## src/rtl/mult_arbiter.sv

```systemverilog
// mult_arbiter: shares one polynomial multiplier between NREQ requesters.
// Packet-granular round-robin grant on the joint p/u beat stream; a tag FIFO
// remembers each packet's owner so the z result packets return in issue order.
// Optional build macro: MULT_ARB_LEN_CHECK_EN adds a per-packet beat-count
// check that raises the sticky err flag on short or long packets.
module mult_arbiter #(
    parameter int unsigned NREQ = 2,
    parameter int unsigned N    = 4,
    parameter int unsigned QW   = 5,
    parameter int unsigned UW   = 1,
    parameter int unsigned TAGD = 4
) (
    input  logic               clk,
    input  logic               s_rst,
    input  logic [NREQ*QW-1:0] s_p_data,
    input  logic [NREQ*UW-1:0] s_u_data,
    input  logic [NREQ-1:0]    s_vld,
    input  logic [NREQ-1:0]    s_last,
    output logic [NREQ-1:0]    s_rdy,
    output logic [QW-1:0]      m_p_data,
    output logic [UW-1:0]      m_u_data,
    output logic               m_vld,
    output logic               m_last,
    input  logic               m_rdy,
    input  logic [QW-1:0]      r_data,
    input  logic               r_vld,
    input  logic               r_last,
    output logic               r_rdy,
    output logic [QW-1:0]      z_data,
    output logic [NREQ-1:0]    z_vld,
    output logic               z_last,
    input  logic [NREQ-1:0]    z_rdy,
    output logic               busy,
    output logic               err
);

    localparam int unsigned OW = (NREQ > 1) ? $clog2(NREQ) : 1;
    localparam int unsigned TW = (TAGD > 1) ? $clog2(TAGD) : 1;
    localparam int unsigned CW = $clog2(TAGD + 1);

    typedef enum logic {
        IDLE  = 1'b0,
        GRANT = 1'b1
    } state_t;

    state_t            state;
    logic [OW-1:0]     owner;
    logic [OW-1:0]     rr_ptr;
    logic [OW-1:0]     rr_next;
    logic              started;

    logic [OW-1:0]     tag_mem [TAGD];
    logic [TW-1:0]     wr_ptr;
    logic [TW-1:0]     rd_ptr;
    logic [CW-1:0]     count;
    logic [OW-1:0]     head;
    logic              tag_empty;
    logic              tag_full;

    logic [2*NREQ-1:0] vld_dbl;
    logic              any_vld;
    logic [OW-1:0]     winner;

    logic              fire;
    logic              push;
    logic              pop;

`ifdef MULT_ARB_LEN_CHECK_EN
    localparam int unsigned BW = $clog2(N + 1);
    logic [BW-1:0]     beat_cnt;
    logic [BW-1:0]     beat_n;
    assign beat_n = beat_cnt + BW'(1);
`endif

    assign tag_empty = (count == CW'(0));
    assign tag_full  = (count == CW'(TAGD));
    assign head      = tag_mem[rd_ptr];
    assign busy      = (state == GRANT) || !tag_empty;

    // Rotate valids so that bit 0 corresponds to the round-robin pointer.
    assign vld_dbl = {s_vld, s_vld} >> rr_ptr;
    assign any_vld = |s_vld;
    assign rr_next = (owner == OW'(NREQ - 1)) ? OW'(0) : owner + OW'(1);

    // Round-robin winner: first valid requester at or after rr_ptr.
    always_comb begin
        int   sum;
        logic found;
        sum    = 0;
        found  = 1'b0;
        winner = rr_ptr;
        for (int k = 0; k < int'(NREQ); k++) begin
            if (!found && vld_dbl[k]) begin
                found = 1'b1;
                sum   = int'(rr_ptr) + k;
                if (sum >= int'(NREQ)) begin
                    sum = sum - int'(NREQ);
                end
                winner = OW'(sum);
            end
        end
    end

    // Forward the owner's beat stream to the multiplier while granted.
    always_comb begin
        m_p_data = '0;
        m_u_data = '0;
        m_vld    = 1'b0;
        m_last   = 1'b0;
        s_rdy    = '0;
        if (state == GRANT) begin
            for (int k = 0; k < int'(NREQ); k++) begin
                if (owner == OW'(k)) begin
                    m_p_data = s_p_data[k*QW +: QW];
                    m_u_data = s_u_data[k*UW +: UW];
                    m_vld    = s_vld[k];
                    m_last   = s_last[k];
                    s_rdy[k] = m_rdy;
                end
            end
        end
    end

    // Route multiplier results to the requester named by the head tag.
    always_comb begin
        z_vld  = '0;
        r_rdy  = 1'b0;
        z_data = r_data;
        z_last = r_last && !tag_empty;
        if (!tag_empty) begin
            for (int k = 0; k < int'(NREQ); k++) begin
                if (head == OW'(k)) begin
                    z_vld[k] = r_vld;
                    r_rdy    = z_rdy[k];
                end
            end
        end
    end

    assign fire = m_vld && m_rdy;
    assign push = fire && !started;
    assign pop  = r_vld && r_rdy && r_last;

    // Grant FSM, round-robin pointer, tag FIFO and sticky error flag.
    always_ff @(posedge clk or posedge s_rst) begin
        if (s_rst) begin
            state   <= IDLE;
            owner   <= '0;
            rr_ptr  <= '0;
            started <= 1'b0;
            wr_ptr  <= '0;
            rd_ptr  <= '0;
            count   <= '0;
            err     <= 1'b0;
            for (int i = 0; i < int'(TAGD); i++) begin
                tag_mem[i] <= '0;
            end
`ifdef MULT_ARB_LEN_CHECK_EN
            beat_cnt <= '0;
`endif
        end else begin
            case (state)
                IDLE: begin
                    started <= 1'b0;
                    if (any_vld && !tag_full) begin
                        owner <= winner;
                        state <= GRANT;
                    end
                end
                GRANT: begin
                    if (fire) begin
                        started <= 1'b1;
                        if (m_last) begin
                            rr_ptr  <= rr_next;
                            started <= 1'b0;
                            state   <= IDLE;
                        end
                    end
                end
                default: state <= IDLE;
            endcase

            if (push) begin
                tag_mem[wr_ptr] <= owner;
                wr_ptr          <= wr_ptr + TW'(1);
            end
            if (pop) begin
                rd_ptr <= rd_ptr + TW'(1);
            end
            if (push && !pop) begin
                count <= count + CW'(1);
            end else if (pop && !push) begin
                count <= count - CW'(1);
            end

            // A result with no outstanding tag has nowhere to go.
            if (r_vld && tag_empty) begin
                err <= 1'b1;
            end

`ifdef MULT_ARB_LEN_CHECK_EN
            // Packet length must be exactly N beats.
            if (fire) begin
                if (m_last && (beat_n != BW'(N))) begin
                    err <= 1'b1;
                end
                if (!m_last && (beat_n == BW'(N))) begin
                    err <= 1'b1;
                end
                if (m_last) begin
                    beat_cnt <= '0;
                end else if (beat_cnt != BW'(N)) begin
                    beat_cnt <= beat_n;
                end
            end
`endif
        end
    end

endmodule

```

## config.mk

```make
export PLATFORM = sky130hd
export DESIGN_NAME = mult_arbiter
export DESIGN_NICKNAME = d
export VERILOG_FILES = /design/src/rtl/mult_arbiter.sv
export SDC_FILE = /design/constraint.sdc
export NUM_CORES = 1
export LEC_CHECK = 0
export CORE_MARGIN = 4
export CORE_UTILIZATION = 30
export CTS_BUF_LIST = sky130_fd_sc_hd__clkbuf_4 sky130_fd_sc_hd__clkbuf_8 sky130_fd_sc_hd__clkbuf_16
export CTS_CLUSTER_DIAMETER = 60
export DETAILED_ROUTE_END_ITERATION = 6
export DONT_BUFFER_PORTS = 1
export GPL_TIMING_DRIVEN = 0
export PLACE_DENSITY_LB_ADDON = 0.25
export REMOVE_ABC_BUFFERS = 1
export SKIP_CTS_REPAIR_TIMING = 1
export SYNTH_ARGS = -nofsm -noshare
export SYNTH_HDL_FRONTEND = slang
export SYNTH_SLANG_ARGS = --single-unit
```

## constraint.sdc

```tcl
create_clock -name clk -period 2.9 [get_ports clk]
set_clock_uncertainty 0.15 [all_clocks]
set_input_delay 0.145 -clock clk [delete_from_list [all_inputs] [get_ports clk]]
set_output_delay 0.145 -clock clk [all_outputs]
set_load 0.1 [all_outputs]
```

Yosys cells after proc, flatten, opt, wreduce, memory -nomap -nowiden
Index checks and enable logic that the tools add are counted.
{"block": "word_totals", "register_bits": 16, "out_inout_bits": 21, "wordCells": 90}
{"block": "op_classes", "addsub": 8, "n_lt_le_gt_ge": 5, "n_eq_ne": 2, "shift": 1, "muxes": 36, "bitwise_logic": 3, "reduce_logical": 23}
{"cell": "1-bit two-way mux", "n": 25}
{"cell": "1-bit logical AND", "n": 11}
{"cell": "5-bit two-way mux", "n": 2}
{"cell": "3-bit greater-or-equal comparator, second input constant", "n": 2}
{"cell": "1-bit zero test", "n": 6}
{"cell": "3-bit two-way mux", "n": 2}
{"cell": "2-bit inverter with 3-bit output", "n": 2}
{"cell": "2-bit by 1-bit adder with 2-bit output, second input constant", "n": 2}
{"cell": "4-bit bitwise mux", "n": 1}
{"cell": "2-bit two-way mux", "n": 2}
{"cell": "1-bit case mux with 2 select lines", "n": 2}
{"cell": "4-bit by 1-bit right shift with 2-bit output", "n": 1}
{"cell": "3-bit by 1-bit adder with 3-bit output, second input constant", "n": 1}
{"cell": "3-bit equality test, second input constant", "n": 1}
{"cell": "3-bit zero test", "n": 1}
{"cell": "3-bit by 1-bit less-than comparator with 1-bit output, second input constant", "n": 1}
{"cell": "3-bit AND reduction", "n": 1}
{"cell": "3-bit by 1-bit subtractor with 3-bit output, second input constant", "n": 1}
{"cell": "1-bit by 1-bit adder with 2-bit output, second input constant", "n": 1}
{"cell": "1-bit binary-select mux with 2-bit select", "n": 1}
{"cell": "1-bit demux with 2-bit select", "n": 1}
{"cell": "1-bit by 2-bit greater-or-equal comparator with 1-bit output, second input constant", "n": 1}
{"cell": "2-bit greater-or-equal comparator, second input constant", "n": 1}
{"cell": "2-bit by 1-bit inequality test with 1-bit output, second input constant", "n": 1}
{"cell": "7 further kinds", "n": 8}

Logic depth before layout (Yosys ltp)
Gate-level depths: netlist of run 1.
{"block": "logic_depth", "ltp_word": 11, "mapped_depth": 10, "depth_no_buf": 10}

Worst setup path after synthesis of run 1
Ideal clock, no wire load.
{"block": "synth_timing", "path_type": "flip-flop to output port", "startpoint": "register owner", "endpoint": "output port m_p_data[0]", "t_arrival_ps": 2194, "path_slack_ps": 411, "path_stages_with_launch": 5, "path_buffers": 2, "path_cell_list": "dfrtp_1 buf_6 clkbuf_1 mux2i_1 nor2b_1"}
{"block": "synth_via", "elab_chain_cells": 2}
{"item": "start: declaration", "line": "47", "rtl": "logic [OW-1:0] owner;"}
{"item": "start signal: assignment", "line": "166", "rtl": "owner <= winner;"}
{"item": "5-bit two-way mux", "line": "113", "rtl": "if (owner == OW'(k)) begin"}
{"item": "5-bit two-way mux", "line": "111", "rtl": "if (state == GRANT) begin"}
{"item": "end: declaration", "line": "20", "rtl": "output logic [QW-1:0] m_p_data,"}
Every way passes these cells.

Worst setup path in the final report of run 1
{"block": "layout_timing", "startpoint": "register owner", "endpoint": "register count[2]"}
{"block": "layout_via", "elab_chain_cells": 7, "word_cells_on_any_way": 9, "cone_classes": "mux (3); reduce/logical (6)"}
{"item": "1-bit two-way mux *", "line": "113"}
{"item": "1-bit two-way mux *", "line": "111"}
{"item": "1-bit logical AND *", "line": "140", "rtl": "assign fire = m_vld && m_rdy;"}
{"item": "1-bit logical AND *", "line": "141", "rtl": "assign push = fire && !started;"}
{"item": "via push", "line": "65", "rtl": "logic push;"}
{"item": "1-bit zero test", "line": "192", "rtl": "end else if (pop && !push) begin"}
{"item": "1-bit logical AND", "line": "192"}
{"item": "2-bit nonzero test (no line)"}
{"item": "end signal: assignment", "line": "191", "rtl": "count <= count + CW'(1);"}
{"item": "end signal: assignment", "line": "193", "rtl": "count <= count - CW'(1);"}
{"item": "end: declaration", "line": "55", "rtl": "logic [CW-1:0] count;"}
The timed path passes the listed nets; every way through them passes the cells marked *.
A chain may end at the register's enable or synchronous reset.

==> flow_summary_export.csv, run 1 <==
group,metric,value,unit
layout,final_common_cell,"sky130_fd_sc_hd__dfrtp_1",
layout,num_antenna_cells,0,
clock_tree,cts_root_buf,"sky130_fd_sc_hd__clkbuf_4",
sta,max_clock_freq,376.6,MHz
detailed_routing,routed_wl,2022,um
detailed_routing,postRouteAntennaNets,0,
status,violations,"hold timing",
yosys,synth_top_family_by_area,"multiplexers",
global_route,grt_util_all_layers,9.215,%
yosys,synthesis.instances,104,
die,io_pins,49,
global_route,antenna_violations_before_repair,0,
layout,layout-drive-gt1-share,20.37,%
clock_tree,clock_sink_count,16,
status,run_status,"finished, violations left",
clock_tree,ctsHtreeMaxLevel,1,
hold_path,worstHoldStart,"s_last[0]",
hold_path,hold_depth,2,
detailed_routing,vias_per_cell,4.831,
critical_path,startpoint_class_of_the_critical_path,"flop",
sta,fin_crit,2655,ps
yosys,synthAdderAreaFrac,7.801,%
clock_tree,tritoncts.num_buffers,3,
yosys,synthSimpleGateAreaFrac,17.14,%
sta,drv_slew,0,
yosys,synth-compound-area-share,6.383,%
die,die_area,0.004543,mm^2
global_route,grt_pass1_wl,3208,um
layout,final_cell_mix,"sky130_fd_sc_hd__dfrtp_1, sky130_fd_sc_hd__mux2i_1, sky130_fd_sc_hd__nand2_1",
sta,worst_pin_slew,1061,ps
critical_path,reg2reg_from,"owner",
yosys,count_of_flip_flops_with_a_built_in_enable_after_synthesis,0,
yosys,mappedNetlistArea,0.001059,mm^2
layout,area_growth,13.12,%
detailed_routing,drt_pre_antenna_iters,4,
layout,non_filler_cells_final,154,
die,fp.dieH,67.40,um
detailed_routing,wire_per_inst,13.13,um
critical_path,worst_endpoint_data_arrival_time,2710,ps
hold_path,worst_hold_path_type,"in2reg",
yosys,synth_area_per_cell,10.18,um^2
detailed_routing,drcViolationCount,0,
yosys,synth.area.mux_share,19.98,%
yosys,synth_async_sr_flop_share,100.0,%
placement,detailedPlacementHpwl,1545,um
clock_tree,max-clock-path-buffers,2,
critical_path,setup.worst_path.class,"reg2reg",
clock_tree,clk_pin_slew,90,ps
placement,gp_congestion,0.7082,
sta,rsz0062_at_grt,"no",
placement,dpl_worst_slack,204.6,ps
critical_path,crit_fanout,16,
layout,number_of_filler_cells_placed_in_the_layout,373,
sta,worst_slack,244.8,ps
sta,timing.final.crit_share,91.56,%
run,drv_cap,0,
die,floorplan.die.width,67.40,um
sta,hold_slack,-8.555,ps
detailed_routing,vias_post_dr,744,
yosys,synth_top_flop_cell,"sky130_fd_sc_hd__dfrtp_1",
placement,place_inst,142,
critical_path,logic_depth_of_the_worst_register_to_register_path,8,
yosys,synth.lib_cells_used.distinct,30,
sta,finalSetupViolations,0,
yosys,ys_ff_latch,16,
detailed_routing,first_iter_violations,18,
sta,hold_viol_final,1,
die,fp.coreArea,0.003363,mm^2
yosys,synth_xor_xnor_area_share,4.137,%
critical_path,endpoint_kind,"flop",
die,rows,21,
clock_tree,clk_latency,280,ps
yosys,yosysWarningCount,0,
placement,portBuffers,0,
critical_path,critical_path_rt,2960,ps
sta,finalSetupTns,0,ps
layout,nets,144,
critical_path,cp-startpoint,"owner",
die,initial_cell_density_of_the_core,31.47,%
global_route,grt_pass1_vias,776,
clock_tree,cts_tree,"yes",
yosys,seq_area_frac_synth,37.83,%
global_route,pin_count_of_the_biggest_net_entering_global_routing,17,
global_route,gr-total-overflow,0,
sta,maxSlewHeadroom,28.92,%
[Yosys cell counts, drive strengths merged (2+ instances only)]
cell type	count	area [um^2]
a21o	2	15.01
a21oi	3	15.01
a31oi	2	12.51
and2	2	12.51
and3	2	12.51
buf	6	48.80
clkbuf	2	7.510
dfrtp	16	400.4
ha	5	62.56
inv	4	15.01
mux2	6	67.56
mux2i	14	143.9
nand2	10	37.54
nor2	6	22.52
nor2b	7	43.79
nor3	2	21.27
o21ai	2	10.01
xnor2	2	17.52
xor2	3	26.28
[final cells by class]
cell class | count | area [um^2] | area share (%)
repair buffers | 9 | 90.09 | 7.524
inverters | 4 | 15.01 | 1.254
flip-flops and latches | 16 | 400.4 | 33.44
well taps | 46 | 57.56 | 4.807
multi-input cells | 76 | 611.8 | 51.10
clock buffers | 3 | 22.52 | 1.881
[worst max-delay path, cell delays in order (launching register included)]
cell and delay [ps]:
sky130_fd_sc_hd__dfrtp_1 760, sky130_fd_sc_hd__mux2i_2 220, sky130_fd_sc_hd__nor3_4 370, sky130_fd_sc_hd__ha_1 250, sky130_fd_sc_hd__inv_1 60, sky130_fd_sc_hd__fa_1 370, sky130_fd_sc_hd__xor2_1 150, sky130_fd_sc_hd__nor2_1 110
sky130_fd_sc_hd__xor2_1 150
[metal layers]
layer	part of all wire, %	vias up	global-route usage [%]	wire [um]
met2	44	49	14.72	888
met1	45	338	11.29	908
met5	0	-	0	0
met3	11	0	4.160	225
li1	-	357	-	-
met4	0	0	2.278	0
[path summary, 6_finish.rpt]
check / slack, ps / to
min in group asynchronous: 220 / started
max reg2reg: 240 / count[2]
max in group asynchronous: 1970 / rr_ptr
min: -9 / started
min reg2reg: 370 / tag_mem[0]
max: 240 / count[2]
[state kept, by name (all words and copies together) (netlist names)]
| register | flops |
|---|---|
| rr_ptr | 1 |
| tag_mem | 4 |
| state | 1 |
| count | 3 |
| rd_ptr | 2 |
| err | 1 |
| wr_ptr | 2 |
| owner | 1 |
| started | 1 |
[cell families after synthesis]
family,after synthesis
buffers and inverters,12
AO/OA/AOI/OAI,11
AND/OR/NAND/NOR,34
XOR/XNOR,5
multiplexers,20
adder cells (fa/ha/maj),6
flip-flops,16
[metrics by stage]
| step | instance area, um^2 | utilization, % | hold WS, ps |
|---|---|---|---|
| floorplan | 1002 | - | -91.26 |
| global placement | 1060 | 31.51 | -2.397 |
| detailed placement | 1085 | 32.25 | 7.898 |
| CTS | 1107 | 32.92 | -308.6 |
| global route | 1197 | 35.60 | 2.568 |
| finish | 1197 | 35.60 | -8.555 |
Power of run 1 is not shown: default switching activity piles up to over one toggle a cycle in this logic, so the estimate is an artifact.
==> inputs of run 2 (changes only) <==
- clock period: 2.9 -> 2.4 ns (I/O delays scaled with it)
==> flow_summary_export.csv, run 2 (synthesis gave the netlist of run 1 again) <==
group,metric,value,unit
sta,finalSetupTns,-186.0,ps
layout,biggestRegsByFlops,"tag_mem (4), count (3)",
global_route,grt.met1_usage,11.29,%
global_route,pin_count_of_the_biggest_net_entering_global_routing,17,
layout,layout-drive-gt1-share,32.74,%
status,violations,"setup timing",
global_route,antenna_violations_before_repair,0,
die,fp.coreArea,0.003363,mm^2
detailed_routing,wire_per_inst,13.43,um
sta,worst_slack,-87.83,ps
layout,nets,149,
layout,num_antenna_cells,0,
critical_path,setup.worst_path.class,"reg2reg",
placement,gp_congestion,0.7082,
critical_path,worst_endpoint_data_arrival_time,2510,ps
run,drv_cap,0,
clock_tree,cts_tree,"yes",
clock_tree,clock_sink_count,16,
layout,final_common_cell,"sky130_fd_sc_hd__dfrtp_1",
placement,portBuffers,0,
layout,area_growth,21.75,%
global_route,grt_pass1_vias,776,
global_route,busiest_layer,"met2",
critical_path,crit_fanout,3,
global_route,grt_pass1_wl,3208,um
critical_path,endpoint_kind,"flop",
detailed_routing,drt_pre_antenna_iters,4,
sta,worst_pin_slew,1064,ps
critical_path,critical_path_rt,2420,ps
sta,maxSlewHeadroom,28.76,%
sta,drv_slew,0,
global_route,globalRouteMet3Util,4.160,%
detailed_routing,postRouteAntennaNets,0,
clock_tree,max-clock-path-buffers,2,
die,io_pins,49,
layout,number_of_flip_flops_in_the_largest_register,4,
sta,hold_viol_final,0,
clock_tree,clk_latency,280,ps
detailed_routing,drcViolationCount,0,
clock_tree,clk_pin_slew,90,ps
layout,regMostFlops,"tag_mem",
global_route,grt_util_all_layers,9.215,%
die,floorplan.die.width,67.40,um
detailed_routing,routed_wl,2135,um
global_route,gr-total-overflow,0,
sta,fin_crit,2488,ps
sta,rsz0062_at_grt,"yes",
detailed_routing,vias_post_dr,768,
detailed_routing,first_iter_violations,23,
clock_tree,ctsHtreeMaxLevel,1,
layout,final_cell_mix,"sky130_fd_sc_hd__dfrtp_1, sky130_fd_sc_hd__nand2_1, sky130_fd_sc_hd__dlygate4sd3_1",
clock_tree,cts_root_buf,"sky130_fd_sc_hd__clkbuf_4",
die,rows,21,
status,run_status,"finished, violations left",
die,initial_cell_density_of_the_core,31.47,%
critical_path,startpoint_class_of_the_critical_path,"flop",
die,die_area,0.004543,mm^2
detailed_routing,vias_per_cell,4.830,
sta,finalSetupViolations,3,
hold_path,worst_hold_path_type,"in2reg",
sta,max_clock_freq,402.0,MHz
placement,detailedPlacementHpwl,1545,um
die,fp.dieH,67.40,um
clock_tree,tritoncts.num_buffers,3,
global_route,globalRouteMet2Util,14.72,%
sta,timing.final.crit_share,103.7,%
-- run 2: changes by cell type in the layout (fill, tap and decap cells not counted), sizes merged --
| cell | previous run | this run |
|---|---|---|
| buf | 0 | 4 |
| dlygate4sd3 | 9 | 10 |
-- run 2: final timing paths --
check	from	endpoint	slack (ps)	cells past startpoint
hold / removal	z_rdy[1]	rd_ptr[0]	3	3
max in group asynchronous	s_rst	state	1450	2
setup reg to reg	rd_ptr[1]	count[1]	-90	8
setup / recovery	rd_ptr[1]	count[1]	-90	8
min in group asynchronous	s_rst	started	200	2
hold reg to reg	count[2]	count[2]	390	1
-- run 2: through the flow --
stage	worst slack (ps)	cells	cell area [um^2]	util [%]	hold WS, ps
after floorplan	-60.70	96	1002	-	-116.3
after global routing	-179.9	159	1289	38.32	58.95
final	-87.83	159	1289	38.32	2.538
after CTS	-323.9	145	1107	32.92	-333.6
after global placement	-212.3	142	1060	31.51	-27.40
after detailed placement	-295.4	142	1085	32.25	-17.10
-- run 2: critical path, stage by stage (launching register included) --
cell	delay, ps
sky130_fd_sc_hd__dfrtp_2	430
sky130_fd_sc_hd__mux2i_2	310
sky130_fd_sc_hd__mux2i_2	150
sky130_fd_sc_hd__mux2i_2	180
sky130_fd_sc_hd__or2_4	270
sky130_fd_sc_hd__ha_4	160
sky130_fd_sc_hd__inv_2	50
sky130_fd_sc_hd__fa_2	410
sky130_fd_sc_hd__mux2_2	260
-- run 2: routing by layer --
metal | up-vias | routed length [um]
met5 | - | 0
met2 | 49 | 989
li1 | 366 | -
met4 | 0 | 0
met1 | 353 | 934
met3 | 0 | 211
-- run 2: final cells by class --
| class | instances | area [um^2] |
|---|---|---|
| fillers | 368 | 2074 |
| well taps | 46 | 57.56 |
| clock buffers | 3 | 22.52 |
| inverters | 4 | 15.01 |
| multi-input cells | 76 | 659.4 |
| repair buffers | 14 | 130.1 |
| flip-flops and latches | 16 | 404.1 |
Power of run 2 is left out for the same reason.
